<file path="config.mk">
export PLATFORM = sky130hd
export DESIGN_NAME = lock_key_loader
export DESIGN_NICKNAME = d
export VERILOG_FILES = /design/src/rtl/lock_pkg.sv /design/src/rtl/lock_key_loader.sv
export SDC_FILE = /design/constraint.sdc
export NUM_CORES = 1
export LEC_CHECK = 0
export CAP_MARGIN = 15
export CORE_MARGIN = 1.5
export CORE_UTILIZATION = 45
export CTS_BUF_LIST = sky130_fd_sc_hd__clkbuf_16
export DETAILED_ROUTE_END_ITERATION = 12
export GPL_TIMING_DRIVEN = 0
export PLACE_DENSITY_LB_ADDON = 0.15
export SYNTH_ARGS = -nofsm -noshare
export SYNTH_HDL_FRONTEND = slang
export SYNTH_SLANG_ARGS = --single-unit
</file>
<file path="constraint.sdc">
create_clock -name clk -period 3.2 [get_ports clk]
set_input_delay 0.8 -clock clk [delete_from_list [all_inputs] [get_ports clk]]
set_output_delay 0.8 -clock clk [all_outputs]
set_load 0.05 [all_outputs]
</file>
<file path="src/rtl/lock_pkg.sv">
// Shared definitions for the key loader: FSM state encoding, default key width, parity helper.
package lock_pkg;

    localparam int DEFAULT_KEY_WIDTH = 8;
    // The parity helper accepts keys up to this width; narrower keys are zero-extended.
    localparam int MAX_KEY_WIDTH     = 256;

    typedef enum logic [1:0] {
        ST_IDLE   = 2'd0,
        ST_SHIFT  = 2'd1,
        ST_PARITY = 2'd2,
        ST_ERROR  = 2'd3
    } state_t;

    // True when data bits plus the trailing parity bit have an even number of ones.
    function automatic logic even_parity_ok(input logic [MAX_KEY_WIDTH-1:0] data,
                                            input logic                     pbit);
        return ((^data) ^ pbit) == 1'b0;
    endfunction

endpackage

</file>
<file path="src/rtl/lock_key_loader.sv">
// Serial LSB-first key loader with even-parity commit. Key updates one cycle after the parity beat.
// Backpressure: key_ready is a registered-state decode, high only while a load is in progress.
module lock_key_loader
    import lock_pkg::*;
#(
    parameter int KEY_WIDTH = DEFAULT_KEY_WIDTH,
    parameter int TIMEOUT   = 64
) (
    input  logic                 clk,
    input  logic                 rst_n,
    input  logic                 load_start,
    input  logic                 key_bit,
    input  logic                 key_valid,
    output logic                 key_ready,
    output logic [KEY_WIDTH-1:0] working_locking_key,
    output logic                 key_loaded,
    output logic                 key_error,
    output logic                 busy
);

    localparam int                CNT_W    = $clog2(KEY_WIDTH + 1);
    localparam int                TO_W     = (TIMEOUT > 0) ? $clog2(TIMEOUT + 1) : 1;
    localparam bit                TO_EN    = (TIMEOUT > 0);
    localparam logic [CNT_W-1:0]  LAST_BIT = CNT_W'(KEY_WIDTH - 1);
    localparam logic [TO_W-1:0]   TO_LAST  = (TIMEOUT > 0) ? TO_W'(TIMEOUT - 1) : '0;

    state_t                 r_state;
    state_t                 w_state_nxt;
    logic [KEY_WIDTH-1:0]   r_shreg;
    logic [CNT_W-1:0]       r_bit_cnt;
    logic [TO_W-1:0]        r_to_cnt;
    logic [KEY_WIDTH-1:0]   r_key;
    logic                   r_loaded;
    logic                   r_error;

    logic                   w_busy;
    logic                   w_beat;
    logic                   w_start;
    logic                   w_shift_beat;
    logic                   w_commit;
    logic                   w_fail;
    logic                   w_to_hit;
    logic                   w_par_ok;

    assign w_busy       = (r_state == ST_SHIFT) || (r_state == ST_PARITY);
    assign w_beat       = key_valid && w_busy;
    assign w_shift_beat = w_beat && (r_state == ST_SHIFT);
    assign w_to_hit     = TO_EN && w_busy && !w_beat && (r_to_cnt == TO_LAST);
    assign w_par_ok     = even_parity_ok(MAX_KEY_WIDTH'(r_shreg), key_bit);

    always_ff @(posedge clk) begin
        if (!rst_n) begin
            r_state <= ST_IDLE;
        end else begin
            r_state <= w_state_nxt;
        end
    end

    always_comb begin
        w_state_nxt = r_state;
        w_start     = 1'b0;
        w_commit    = 1'b0;
        w_fail      = 1'b0;
        unique case (r_state)
            ST_IDLE, ST_ERROR: begin
                if (load_start) begin
                    w_start     = 1'b1;
                    w_state_nxt = ST_SHIFT;
                end
            end
            ST_SHIFT: begin
                if (w_beat) begin
                    if (r_bit_cnt == LAST_BIT) begin
                        w_state_nxt = ST_PARITY;
                    end
                end else if (w_to_hit) begin
                    w_fail      = 1'b1;
                    w_state_nxt = ST_ERROR;
                end
            end
            ST_PARITY: begin
                if (w_beat) begin
                    if (w_par_ok) begin
                        w_commit    = 1'b1;
                        w_state_nxt = ST_IDLE;
                    end else begin
                        w_fail      = 1'b1;
                        w_state_nxt = ST_ERROR;
                    end
                end else if (w_to_hit) begin
                    w_fail      = 1'b1;
                    w_state_nxt = ST_ERROR;
                end
            end
            default: w_state_nxt = ST_IDLE;
        endcase
    end

    // Load datapath: shift register, beat counter and idle-cycle timeout counter.
    always_ff @(posedge clk) begin
        if (!rst_n) begin
            r_shreg   <= '0;
            r_bit_cnt <= '0;
            r_to_cnt  <= '0;
        end else begin
            if (w_start) begin
                r_shreg   <= '0;
                r_bit_cnt <= '0;
            end else if (w_shift_beat) begin
                for (int i = 0; i < KEY_WIDTH; i++) begin
                    if (r_bit_cnt == CNT_W'(i)) begin
                        r_shreg[i] <= key_bit;
                    end
                end
                r_bit_cnt <= r_bit_cnt + 1'b1;
            end

            if (w_start || w_beat || !w_busy || w_to_hit) begin
                r_to_cnt <= '0;
            end else if (TO_EN) begin
                r_to_cnt <= r_to_cnt + 1'b1;
            end
        end
    end

    // Committed outputs: the old key survives any failed reload.
    always_ff @(posedge clk) begin
        if (!rst_n) begin
            r_key    <= '0;
            r_loaded <= 1'b0;
            r_error  <= 1'b0;
        end else begin
            if (w_commit) begin
                r_key    <= r_shreg;
                r_loaded <= 1'b1;
            end
            if (w_start) begin
                r_error <= 1'b0;
            end else if (w_fail) begin
                r_error <= 1'b1;
            end
        end
    end

    assign key_ready           = w_busy;
    assign busy                = w_busy;
    assign working_locking_key = r_key;
    assign key_loaded          = r_loaded;
    assign key_error           = r_error;

endmodule

</file>
==> results of run 1 <==
## final cells by class
type / count / area, µm²
plain buffers: 7 / 48.8
clock buffers: 5 / 125
clock inverters: 3 / 12.5
fillers: 292 / 1290
inverters: 6 / 22.5
multi-input cells: 126 / 815
flip-flops and latches: 31 / 621
well taps: 44 / 55.1
repair buffers: 14 / 140
## flip-flops by register name (all words and copies together) (netlist names)
register and flops:
key_error 1, key_loaded 1, r_bit_cnt 4, r_shreg 8, r_state 2, r_to_cnt 7, working_locking_key 8
## metal layers
layer	track usage	up-vias	routed length (µm)
met2	0.281	22	1200
met3	0.0640	4	88
met1	0.239	516	1390
li1	-	607	-
met4	0.0870	0	48
met5	0	-	0
## stage by stage
| step | worst slack, ns | utilization | cells | instance area (µm²) | hold slack (ns) |
|---|---|---|---|---|---|
| after floorplan | 1.02 | - | 170 | 1510 | 0.418 |
| after global placement | 0.593 | 0.544 | 228 | 1700 | 0.430 |
| after detailed placement | 0.600 | 0.544 | 228 | 1700 | 0.440 |
| after CTS | 0.300 | 0.588 | 236 | 1840 | 0.451 |
| after global routing | 0.260 | 0.588 | 236 | 1840 | 0.469 |
| final | 0.294 | 0.588 | 236 | 1840 | 0.447 |
## worst max-delay path, stage by stage, from the launching register on
cell             delay, ns
dfxtp_1               0.37
inv_1                 0.06
ha_1                  0.36
inv_1                 0.14
buf_4                 0.12
clkdlybuf4s50_1       0.78
## cell usage after synthesis
library cell,instances
nand4_1,1
clkbuf_1,3
o21a_1,2
a21boi_0,1
nand2_1,31
nor3_2,1
buf_6,2
dfxtp_1,31
and3b_1,1
and4_1,2
mux2i_1,15
nand3b_1,1
nand2b_1,4
buf_4,2
xor2_1,4
or3_1,1
nor3_1,2
or2_2,1
nor2_1,22
ha_1,7
a21oi_1,6
nand3_1,6
o21ai_0,5
a31oi_1,1
o221ai_1,2
xnor2_1,6
xnor2_2,2
inv_1,6
and2_1,1
xnor3_1,1
## report_power, final
group | internal (µW) | total [µW] | switching [µW]
Combinational | 64.2 | 175 | 111
Sequential | 395 | 403 | 7.60
Clock | 280 | 433 | 154
## logic make-up (layout without fill, tap and decap cells)
group                      count (synthesis)  count (layout)
DFF                                       31              31
muxes                                     15              15
AOI/OAI and AO/OA                         17              17
and+or+nand+nor                           74              74
adders and majority gates                  7               7
buffers and inverters                     13              35
xor gates and xnor gates                  13              13
## worst max path at each step
| stage | start | endpoint | slack [ns] | cells past startpoint |
|---|---|---|---|---|
| floorplan | key_bit | working_locking_key[0] | 1.02 | 7 |
| global placement | r_state[0] | key_ready | 0.59 | 5 |
| detailed placement | r_state[0] | key_ready | 0.60 | 5 |
| CTS | r_state[0] | key_ready | 0.30 | 5 |
| global route | r_state[0] | key_ready | 0.26 | 5 |
| finish | r_state[0] | key_ready | 0.29 | 5 |
==> reports/metrics.yaml, run 1 <==
tightest_slew_ns: 0.496
synth_top_family_by_area: "simple AND/OR/NAND/NOR gates"
min_period_ns: 2.91
synth_mux_area_frac: 0.0997
synth_fa_ha_area_frac: 0.0581
ctsHoldBuffers: 0
hold_viol_final: 0
ctsResizeCount: 0
mostFrequentLayoutCells: "nand2_1 (31), dfxtp_1 (31), nor2_1 (22), mux2i_1 (15), clkdlybuf4s50_1 (14)"
min_period_over_period: 0.908
design.core.area_um2: 3130
die_height_um: 60.9
min_from: "r_to_cnt[0]"
skew_ns: 0.00505
r2r_slack_ns: 1.40
synth_xor_area_frac: 0.0947
placementRows: 20
synthSimpleGateAreaFrac: 0.221
ir_drop_mv: 0.260
start_util: 0.482
drive_gt1_frac: 0.0729
cts_sinks: 31
place_congestion: 0.783
cts_setup_buffers: 0
yosys.area.top_type: "dfxtp_1"
ant_nets: 0
nNetsFinal: 203
synthTopCellsByArea: "dfxtp_1 (41%), mux2i_1 (10%), nand2_1 (7.7%), ha_1 (5.8%), nor2_1 (5.5%)"
wirelength_um: 2720
grt_overflow_total: 0
worstSetupStartpointType: "register"
drv_cap: 0
ios: 17
drcViolationCount: 0
ys_types: 30
io_buffers: 14
power_uw: 1010
dieArea_um2: 3700
insertion_delay_ns: 0.27
grt_max_degree: 11
antenna_cells: 0
fin_tns_setup_ns: 0
area_delta_synth_final_pct: 22.1
setup_viol: 0
ys_warn_count: 0
num_vias: 1149
dp_hpwl_um: 2040
antenna_found_initial: 0
synth_compound_area_frac: 0.0673
fmaxAchievable_mhz: 344
reg2reg_to: "working_locking_key[1]"
power_density_nw_per_um2: 550
synthesis.nets: 182
ys_seq_area_frac: 0.412
hold_end: "r_to_cnt[0]"
grt_pass1_wl_um: 4890
r2r_start: "r_shreg[3]"
crit_required_ns: 2.40
path_clk_slew_ns: 0.05
cp-end-kind: "primary output"
cts_tree: "yes"
drt_iter0_drc: 35
reg2regPathDepth: 6
cts_root_buf: "clkbuf_16"
outcome: "finished clean"
synth.top_cell.area_share: 0.412
wl_per_cell_um: 11.5
hp-class: "register to register"
crit_type: "register to primary output"
slew_headroom: 0.669
synth-seq-cells: 31
drv_slew: 0
syn_area_per_cell_um2: 8.86
htreeDepth: 2
cp_max_fo: 5
cp.arrival_ns: 2.11
grt_pass1_vias: 1127
syn_inst: 170
grt_usage: 0.186
fp.dieW_um: 60.9
cts_buffers: 5
synth_area_um2: 1510
p_leak_uw: 0.000705
via_per_inst: 4.87
rsz0062_at_grt: "false"
hold_depth: 1
dr.pass1.iters: 4
cts_buffer_depth: 2
(Power assumes the default switching activity.)
==> inputs of run 2 (changes only) <==
--- a/config.mk
+++ b/config.mk
@@ -5,7 +5,6 @@
 export SDC_FILE = /design/constraint.sdc
 export NUM_CORES = 1
 export LEC_CHECK = 0
-export CAP_MARGIN = 15
 export CORE_MARGIN = 1.5
 export CORE_UTILIZATION = 45
 export CTS_BUF_LIST = sky130_fd_sc_hd__clkbuf_16
@@ -15,3 +14,4 @@
 export SYNTH_ARGS = -nofsm -noshare
 export SYNTH_HDL_FRONTEND = slang
 export SYNTH_SLANG_ARGS = --single-unit
+export TNS_END_PERCENT = 5
==> results of run 2 <==
Final layout, timing and power as in run 1 (identical DEF).
==> inputs of run 3 (changes only) <==
--- a/config.mk
+++ b/config.mk
@@ -5,6 +5,7 @@
 export SDC_FILE = /design/constraint.sdc
 export NUM_CORES = 1
 export LEC_CHECK = 0
+export ABC_AREA = 1
 export CORE_MARGIN = 1.5
 export CORE_UTILIZATION = 45
 export CTS_BUF_LIST = sky130_fd_sc_hd__clkbuf_16
==> reports/metrics.yaml, run 3 <==
fin_tns_setup_ns: 0  # unchanged
drv_slew: 0  # unchanged
num_vias: 1333  # +16%
hp-class: "register to register"
nNetsFinal: 253  # +25%
grt_overflow_total: 0  # unchanged
crit_required_ns: 2.40  # about the same
fmaxAchievable_mhz: 347  # +0.81%
dr.pass1.iters: 4  # unchanged
drive_gt1_frac: 0.0620  # -0.0109
grt_usage: 0.172  # -0.0143
synthesis.nets: 230  # +26%
syn_area_per_cell_um2: 7.07  # -20%
mostFrequentLayoutCells: "nand2_1 (37), nor2_1 (36), inv_1 (34), dfxtp_1 (31), o21ai_0 (18)"
yosys.area.top_type: "dfxtp_1"
cp_slowest_cell: "clkdlybuf4s50_1"
ys_seq_area_frac: 0.403  # -0.00936
cts_buffers: 5  # unchanged
dieArea_um2: 3790  # +2.2%
cp-end-kind: "primary output"
crit_type: "register to primary output"
antenna_found_initial: 0  # unchanged
drcViolationCount: 0  # unchanged
cts_buffer_depth: 2  # unchanged
wirelength_um: 2780  # +2.0%
cp.arrival_ns: 2.08  # -0.03 ns
cts_sinks: 31  # unchanged
min_period_over_period: 0.901  # -0.00728
ir_drop_mv: 0.332  # +28%
synth-async-reset-ratio: 0  # unchanged
yosysMostFrequentCell: "nand2_1"
placed_area_um2: 1760  # +3.4%
design.core.area_um2: 3310  # +5.8%
syn_inst: 218  # +28%
insertion_delay_ns: 0.27  # about the same
layout_commonest_cell: "nand2_1"
synth_edf_count: 0  # unchanged
synthTopCellsByArea: "dfxtp_1 (40%), nand2_1 (9.0%), nor2_1 (8.8%), inv_1 (8.0%), o21ai_0 (5.8%)"
antenna_cells: 0  # unchanged
ctsHoldBuffers: 0  # unchanged
ant_nets: 0  # unchanged
ys.flop_type: "dfxtp_1"
synth.top_cell.area_share: 0.403  # -0.00936
cts_root_buf: "clkbuf_16"
start_util: 0.466  # -0.0160
tightest_slew_ns: 0.504  # +0.00822 ns
utilization: 0.573  # -0.0154
grt_pass1_vias: 1132  # +0.44%
wl_per_cell_um: 9.64  # -16%
io_buffers: 16  # +2
cts_setup_buffers: 0  # unchanged
drv_cap: 0  # unchanged
synth-seq-cells: 31  # unchanged
min_period_ns: 2.88  # -0.0233 ns
via_per_inst: 4.63  # -4.9%
power_density_nw_per_um2: 496  # -9.8%
grt_pass1_wl_um: 4710  # -3.8%
place_congestion: 0.857  # +9.4%
slew_headroom: 0.663  # -0.00550
ys_warn_count: 0  # unchanged
outcome: "finished clean"
cts_tree: "yes"
ys_types: 27  # -10%
p_leak_uw: 0.000806  # +14%
crit_chain: "inv_1, ha_1, inv_1, buf_4, clkdlybuf4s50_1"
drt_iter0_drc: 49  # +40%
die_height_um: 61.5  # +1.1%
setup_viol: 0  # unchanged
skew_ns: 0.00748  # +0.00243 ns
area_delta_synth_final_pct: 23.0
power_uw: 941  # -7.0%
ios: 17  # unchanged
placementRows: 21  # +5.0%
ctsResizeCount: 0  # unchanged
worstSetupStartpointType: "register"
synth.top_cells.by_count: "nand2_1 (37), nor2_1 (36), inv_1 (33)"
cpMostUsedCell: "inv_1"
cpPeakStageDelay_ns: 0.78  # about the same
dp_hpwl_um: 2140  # +4.9%
crit_family: "buffers and inverters"
design_area_um2: 1900  # +3.1%
rsz0062_at_grt: "false"
cp_max_fo: 5  # unchanged
path_clk_slew_ns: 0.05  # about the same
htreeDepth: 2  # unchanged
hold_viol_final: 0  # unchanged
grt_max_degree: 11  # unchanged
worstPathBufferInverterCount: 4  # unchanged
synth_area_um2: 1540  # +2.3%
fp.dieW_um: 61.5  # +1.1%
==> run 3: cell count changes in the layout (fill, tap and decap cells not counted), sizes merged, moves of 4 or more <==
cell / delta
a21oi: +7
inv: +27
mux2i: -15
nand2: +8
nand2b: -4
nand3: +8
nor2: +14
nor3: +4
o21ai: +14
xnor2: -6
==> run 3: power breakdown <==
part / total, µW / internal (µW) / switching [µW]
Clock: 432 / 279 / 153
Sequential: 398 / 393 / 5.28
Combinational: 111 / 38.1 / 72.4
==> run 3: area by class of cell <==
type	count	area, µm²
Buffer	4	20.0
Clock buffer	5	125
Clock inverter	3	11.3
Fill cell	325	1420
Inverter	35	136
Multi-Input combinational cell	148	764
Sequential cell	31	621
Tap cell	46	57.6
Timing Repair Buffer	16	160
==> run 3: worst paths after layout <==
kind	startpoint	endpoint	slack (ns)	cells past startpoint
setup / recovery	r_state[0]	key_ready	0.32	5
hold / removal	r_to_cnt[0]	r_to_cnt[0]	0.45	1
setup reg to reg	r_state[0]	working_locking_key[5]	1.44	6
hold reg to reg	r_to_cnt[0]	r_to_cnt[0]	0.45	1
==> run 3: cell families after synthesis <==
group                    Yosys count  synth area share
adder cells (fa/ha/maj)            7            0.0568
flip-flops                        31             0.403
AO/OA/AOI/OAI                     35             0.119
AND/OR/NAND/NOR                  102             0.297
buffers and inverters             39             0.101
XOR/XNOR                           4            0.0227
==> run 3: metal layers <==
layer  global-route usage  part of all wire  wire [µm]
met5                    0                 0          0
met4               0.0729             0.018         51
met3               0.0630             0.041        113
met2                0.259              0.42       1180
met1                0.220              0.52       1440
==> run 3: through the flow <==
stage | setup WS [ns] | hold WS [ns] | cells
finish | 0.318 | 0.450 | 288
global route | 0.209 | 0.468 | 288
CTS | 0.304 | 0.452 | 288
detailed placement | 0.606 | 0.441 | 280
global placement | 0.639 | 0.433 | 280
floorplan | 1.04 | 0.418 | 218
